[config.mk]
export PLATFORM = sky130hd
export DESIGN_NAME = minimap_drawer
export DESIGN_NICKNAME = d
export VERILOG_FILES = /design/src/rtl/minimap_drawer.sv
export SDC_FILE = /design/constraint.sdc
export NUM_CORES = 1
export LEC_CHECK = 0
export CAP_MARGIN = 10
export CORE_ASPECT_RATIO = 1.25
export CORE_UTILIZATION = 25
export CTS_BUF_LIST = sky130_fd_sc_hd__clkbuf_16
export DETAILED_ROUTE_END_ITERATION = 12
export SETUP_SLACK_MARGIN = 0.2
export SLEW_MARGIN = 20
export SYNTH_ARGS = -nofsm -noshare
export SYNTH_HDL_FRONTEND = slang
export SYNTH_SLANG_ARGS = --single-unit
[constraint.sdc]
create_clock -name clock -period 3.5 [get_ports clock]
set_input_delay 0.7 -clock clock [delete_from_list [all_inputs] [get_ports clock]]
set_output_delay 0.7 -clock clock [all_outputs]
set_load 0.05 [all_outputs]
[src/rtl/minimap_drawer.sv]
// minimap_drawer: walks the 40x30 level grid and plots each cell as a 4x4 block with a player marker
module minimap_drawer (
    input  logic       clock,
    input  logic       reset,
    input  logic       start,
    output logic       done,
    output logic       busy,
    input  logic [5:0] player_x,
    input  logic [4:0] player_y,
    output logic [5:0] grid_x,
    output logic [4:0] grid_y,
    input  logic [2:0] grid_out,
    output logic [7:0] vga_x,
    output logic [6:0] vga_y,
    output logic [2:0] colour,
    output logic       plot
);
    typedef enum logic [2:0] {IDLE, LATCH, READ, FETCH, PLOT, NEXT, DONE} state_t;
    state_t     state;
    logic [5:0] cx;
    logic [4:0] cy;
    logic [3:0] pix;
    logic [2:0] cell_colour;
    logic [5:0] px_l;
    logic [4:0] py_l;
    assign grid_x = cx;
    assign grid_y = cy;
    assign vga_x  = {cx, pix[1:0]};
    assign vga_y  = {cy, pix[3:2]};
    assign colour = cell_colour;
    // Scan sequencer: one READ/FETCH per cell, sixteen PLOT cycles, then advance row-major
    always_ff @(posedge clock) begin
        if (!reset) begin
            state       <= IDLE;
            cx          <= '0;
            cy          <= '0;
            pix         <= '0;
            cell_colour <= '0;
            px_l        <= '0;
            py_l        <= '0;
            done        <= 1'b0;
            busy        <= 1'b0;
            plot        <= 1'b0;
        end else begin
            done <= 1'b0;
            case (state)
                IDLE: begin
                    if (start) begin
                        state <= LATCH;
                        busy  <= 1'b1;
                    end
                end
                LATCH: begin
                    px_l  <= player_x;
                    py_l  <= player_y;
                    cx    <= '0;
                    cy    <= '0;
                    pix   <= '0;
                    state <= READ;
                end
                READ: state <= FETCH;
                FETCH: begin
                    cell_colour <= (cx == px_l && cy == py_l) ? 3'b010 : grid_out;
                    plot        <= 1'b1;
                    state       <= PLOT;
                end
                PLOT: begin
                    pix <= pix + 4'd1;
                    if (pix == 4'd15) begin
                        plot  <= 1'b0;
                        state <= NEXT;
                    end
                end
                NEXT: begin
                    if (cx == 6'd39 && cy == 5'd29) begin
                        done  <= 1'b1;
                        state <= DONE;
                    end else if (cx == 6'd39) begin
                        cx    <= '0;
                        cy    <= cy + 5'd1;
                        state <= READ;
                    end else begin
                        cx    <= cx + 6'd1;
                        state <= READ;
                    end
                end
                DONE: begin
                    busy  <= 1'b0;
                    state <= IDLE;
                end
                default: begin
                    busy  <= 1'b0;
                    plot  <= 1'b0;
                    state <= IDLE;
                end
            endcase
        end
    end
endmodule

-- Word-level counts from Yosys, hierarchy flattened
Index checks and enable logic that the tools add are counted.
- register bits: 35
- output and inout port bits: 32
- add/sub/neg operators: 3
- eq/ne operators: 15
- muxes and demuxes: 17
- bitwise operators: 2
- reductions and logical operators: 13
- operator list (cell ; count):
    3-bit one-hot mux with 6 select lines ; 1
    3-bit two-way mux ; 4
    6-bit two-way mux ; 2
    6-bit one-hot mux with 2 select lines ; 1
    5-bit two-way mux ; 2
    5-bit one-hot mux with 2 select lines ; 1
    2-bit AND reduction ; 5
    5-bit OR reduction ; 2
    3-bit equality test (second input constant) ; 3
    2-bit inequality test (second input constant) ; 4
    4-bit one-hot mux with 2 select lines ; 1
    6-bit by 1-bit adder with 6-bit output (second input constant) ; 1
    3-bit by 2-bit equality test with 1-bit output (second input constant) ; 2
    6-bit equality test ; 1
    6-bit equality test (second input constant) ; 1
    5-bit by 1-bit adder with 5-bit output (second input constant) ; 1
    5-bit equality test ; 1
    5-bit equality test (second input constant) ; 1
    4-bit by 1-bit adder with 4-bit output (second input constant) ; 1
    4-bit equality test (second input constant) ; 1
    2-bit nonzero test ; 2
    3-bit by 1-bit equality test with 1-bit output (second input constant) ; 1
    3-bit logical NOT ; 1
    1-bit two-way mux ; 3
    other kinds (5) ; 7

-- Longest topological paths before layout
- depth in word-level cells: 4
- gate-level depth with buffers: 6
- depth with buffers taken out: 6

-- Worst setup path after synthesis
Ideal clock, no wire load.
- kind: register to register
- from: register cx[0] (netlist: grid_x[0])
- to: register cy[1] (netlist: grid_y[1])
- library setup time: 0.120 ns
- arrival: 1.858 ns
- slack: 1.522 ns
- cell stages (with the launch flop): 7
- buffers on the path: 1
- clock period less this slack: 1.978 ns
- cell sequence: dfxtp_1 ha_1 and4bb_1 buf_4 nand3_1 and3_1 o31a_1
- word-level cells in the longest chain between the ends: 4
- elaborated cells on any way between the ends: 5
- those cells by class: 3 x eq/ne; 2 x reduce/logical
- RTL lines (what ; line ; source):
    start: declaration ; 20 ; logic [5:0] cx;
    start signal: assignment ; 83 ; cx <= cx + 6'd1;
    6-bit equality test * ; 75, 78 ;
    1-bit logical AND ; 75 ; if (cx == 6'd39 && cy == 5'd29) begin
    2-bit inequality test (no source line) ; - ;
    3-bit AND reduction (no source line) * ; - ;
    end signal: assignment ; 80 ; cy <= cy + 5'd1;
    end: declaration ; 21 ; logic [4:0] cy;
Every way passes the cells marked *; elsewhere a longest branch is shown, timed or not.
A chain may end at the register's enable or synchronous reset.

-- Worst setup path after layout
- from: register cx[5] (netlist: grid_x[5])
- to: output vga_x[7]
- RTL lines (what ; line ; source):
    end: declaration ; 13 ; output logic [7:0] vga_x,
No word-level cell between the ends.

==> Implementation_results.wiki <==
{| class="wikitable"
! Metric !! Value
|-
| Family of cells with the greatest summed delay on the critical path || buffers and inverters
|-
| Endpoint of the lowest-slack register-to-register path || grid_x[1]
|-
| CP max stage delay || 0.89 ns
|-
| Detailed Route Iter0 Violations || 77
|-
| Share of total power in sequential cells || 39.7%
|-
| DRT antenna net count || 0
|-
| Max-slew headroom at the worst pin || 53.40%
|-
| Share of layout cells above drive strength 1 || 4.167%
|-
| Number of top-level design ports || 49
|-
| Final number of setup-violating endpoints || 0
|-
| Clock Sink Count || 35
|-
| Post-route clock skew || 0.004184 ns
|-
| Number of slew-limit violations in the final report || 0
|-
| Clk root buf || sky130_fd_sc_hd__clkbuf_16
|-
| Power density over the cells || 463.7 mW/mm^2
|-
| Sum of net half-perimeters after detailed placement || 3342 um
|-
| Most frequent cells in the layout || 48 x sky130_fd_sc_hd__clkdlybuf4s50_1, 35 x sky130_fd_sc_hd__dfxtp_1, 34 x sky130_fd_sc_hd__nand2_1, 14 x sky130_fd_sc_hd__a21boi_1, 12 x sky130_fd_sc_hd__xor2_1
|-
| Leakage || 0.9725 nW
|-
| Row count || 35
|-
| Effective utilization at floorplan || 25.90%
|-
| Status || complete, no violations
|-
| Die height || 99.90 um
|-
| Cell-internal power || 0.0008467 W
|-
| First-pass GRT wire length || 7493 um
|-
| Number of synthesized register bits || 35
|-
| Num CTS Buffers || 5
|-
| Total Nets Final || 284
|-
| Setup_tns || 0 ns
|-
| Data arrival, critical path || 1.77 ns
|-
| Post-CTS setup buffer count || 0
|-
| Critical path cell sequence || clkdlybuf4s50_1
|-
| Endpoint with the worst hold slack || px_l[4]
|-
| Net switching power || 0.0003317 W
|-
| Synthesis-to-finish area growth || 32.57%
|-
| Register-to-Register Setup Slack || 1.62 ns
|-
| Synth Warn # || 0
|-
| Core region area || 0.007401 sq mm
|-
| Post-synthesis average cell area || 8.227 sq um
|-
| GRT overflow || 0
|-
| Cell types occupying the most area after synthesis || sky130_fd_sc_hd__dfxtp_1 37%, sky130_fd_sc_hd__nand2_1 6.7%, sky130_fd_sc_hd__a21boi_1 5.5%
|-
| Sequential fraction of the synthesis area || 36.55%
|-
| RSZ-0062 raised after global routing || false
|-
| Clk Latency, worst-skew pair || 0.28 ns
|-
| Initial antenna violation count || 0
|-
| Detailed-route vias per instance || 4.809
|-
| Hold_sp || px_l[4]
|-
| Tcrit/Tclk final || 70.52%
|-
| Maximum vdd drop || 0.1948 mV
|-
| Time the final worst path needs with I/O delays and setup || 2.468 ns
|-
| Place WS || 1.113 ns
|-
| Post-Synthesis Net Count || 254
|-
| Number of H-tree levels || 2
|-
| Routed wirelength normalized by instance count || 12.75 um
|-
| Maximum clock path buffer count || 2
|-
| Slowest-stage cell, CP || sky130_fd_sc_hd__clkdlybuf4s50_1
|-
| Buffers on Ports || 48
|-
| Horizontal die dimension || 80.32 um
|-
| Cell taking the most area after synthesis || sky130_fd_sc_hd__dfxtp_1
|-
| All-layer global routing usage || 12.09%
|-
| Post-route DRC || 0
|-
| Worst reg2reg path startpoint || grid_x[0]
|-
| Total of fill cells in the finished design || 764
|-
| Most common cell after layout, fill and taps aside || sky130_fd_sc_hd__clkdlybuf4s50_1
|-
| Worst-Margin Slew || 0.6981 ns
|-
| Fmax || 0.4052 GHz
|-
| Number of cells on the worst hold path || 2
|-
| Clock slew at the register clock pins of the worst setup and hold paths || 0.06 ns
|-
| Critical path startpoint category || flop
|-
| Mapped Area || 0.001917 sq mm
|-
| Vias in the first global route || 1538
|-
| Max-cap check violation count || 0
|-
| Count of flip-flops with a built-in enable after synthesis || 0
|-
| Pin count of the biggest net entering global routing || 25
|-
| Endpoint kind of the worst setup timing path || primary output
|-
| Count of different cell masters after synthesis || 47
|-
| CTS tree || built
|-
| Combinational power share || 17.6%
|-
| Fraction of registers with async set/reset || 0%
|-
| Smallest setup slack after layout || 1.032 ns
|-
| Number of cells produced by synthesis || 233
|-
| Antenna Diode Count || 0
|-
| Net switching fraction of the power || 28.15%
|-
| WS Path Type || flop to primary output
|-
| Register-to-Register Path Depth || 5
|-
| Required time of the critical path || 2.80 ns
|-
| Total length of routed wires || 4538 um
|-
| Number of hold violations in the final report || 0
|-
| Iteration count of the initial detailed-routing pass || 4
|-
| CTS resizes || 0
|-
| Top flip-flop cell by instance count after synthesis || sky130_fd_sc_hd__dfxtp_1
|-
| Die outline area || 0.008024 sq mm
|-
| Clock network fraction of total power || 42.7%
|-
| Final estimated routing congestion in global placement || 0.7334
|-
| Crit path buf inv count || 1
|-
| Hold buffer count at CTS || 0
|-
| Worst-path fanout max || 13
|-
| Total via count after detailed routing || 1712
|-
| Type of the tightest min-delay check || flop to flop
|-
| Area fraction of the dominant cell type after synthesis || 36.55%
|}
==> metal layers <==
layer / part of all wire [%] / vias to the layer above / wire (um) / global-route usage [%]
met5: 0 / - / 0 / 0
met4: 1.5 / 0 / 68 / 6.181
met3: 2.1 / 5 / 95 / 1.727
met2: 48 / 32 / 2175 / 19.07
met1: 48 / 796 / 2199 / 15.93
li1: - / 879 / - / -
==> metrics by stage <==
step / total power, W / std cells / util [%] / area [sq um] / hold slack (ns)
final: 0.001178 / 356 / 34.34 / 2541 / 0.4612
after global routing: 0.001237 / 356 / 34.34 / 2541 / 0.4808
after CTS: 0.001196 / 356 / 34.34 / 2541 / 0.4663
after detailed placement: 0.0006865 / 348 / 32.05 / 2372 / 0.4591
after global placement: 0.0006836 / 348 / 32.05 / 2372 / 0.4562
after floorplan: 0.0006197 / 233 / - / 1917 / 0.4465
==> worst max-delay path by stage <==
stage / from / to / cells past startpoint / slack [ns]
finish: grid_x[5] / vga_x[7] / 1 / 1.03
global route: grid_x[5] / grid_x[5] / 1 / 0.94
CTS: grid_x[5] / vga_x[7] / 1 / 1.02
detailed placement: reset / grid_x[0] / 5 / 1.11
global placement: reset / grid_x[0] / 5 / 1.16
floorplan: grid_x[0] / grid_y[1] / 6 / 1.52
==> state kept, by name (all words and copies together), names as in the netlist, 3 cells and up <==
name    flops
pix         4
state       3
grid_x      6
grid_y      5
py_l        5
colour      3
px_l        6
==> final cells by class <==
| class | count | area (sq um) | area share [%] |
|---|---|---|---|
| timing repair buffer | 50 | 495.5 | 19.50 |
| inverter | 5 | 18.77 | 0.7386 |
| multi-input combinational | 166 | 1042 | 41.01 |
| clock buffer | 5 | 125.1 | 4.924 |
| clock inverter | 3 | 43.79 | 1.723 |
| sequential | 35 | 700.7 | 27.57 |
| tap | 92 | 115.1 | 4.530 |
==> power by group through the flow <==
stage	registers, W	clock network [W]	logic [W]
after CTS	0.000467	0.000518	0.000210
after global placement	0.000476	0	0.000208
after detailed placement	0.000477	0	0.000210
final	0.000468	0.000503	0.000207
after global routing	0.000475	0.000530	0.000233
after floorplan	0.000480	0	0.000140
==> synth_stat cells (all sizes together), types with 2 or more instances <==
master and number:
a41o 3, a21boi 14, nor3b 2, a21oi 9, xor2 12, nand3 9, o21a 4, and2 5
or3 2, nor4 4, nor3 4, buf 17, inv 5, dfxtp 35, clkbuf 10, a22o 2
nor4b 2, a31oi 2, nor2 8, o22ai 4, nand2b 4, nand4 6, o21ai 10, o31a 2
nand2 35, nor2b 2, ha 4
==> cells by family after synthesis <==
kind of cell / after synthesis / synth area share, %
xor+xnor: 12 / 5.483
buf+inv: 32 / 9.073
fa+ha+maj: 4 / 2.611
flops: 35 / 36.55
compound gates: 58 / 20.89
simple gates: 91 / 24.87
mux: 1 / 0.5222
==> tightest hold or removal path, cell delays in order (launching register included) <==
cell and delay (ns):
sky130_fd_sc_hd__dfxtp_1 0.31, sky130_fd_sc_hd__nand2_1 0.05, sky130_fd_sc_hd__a21boi_1 0.05
Power figures use the tool's default switching activity.
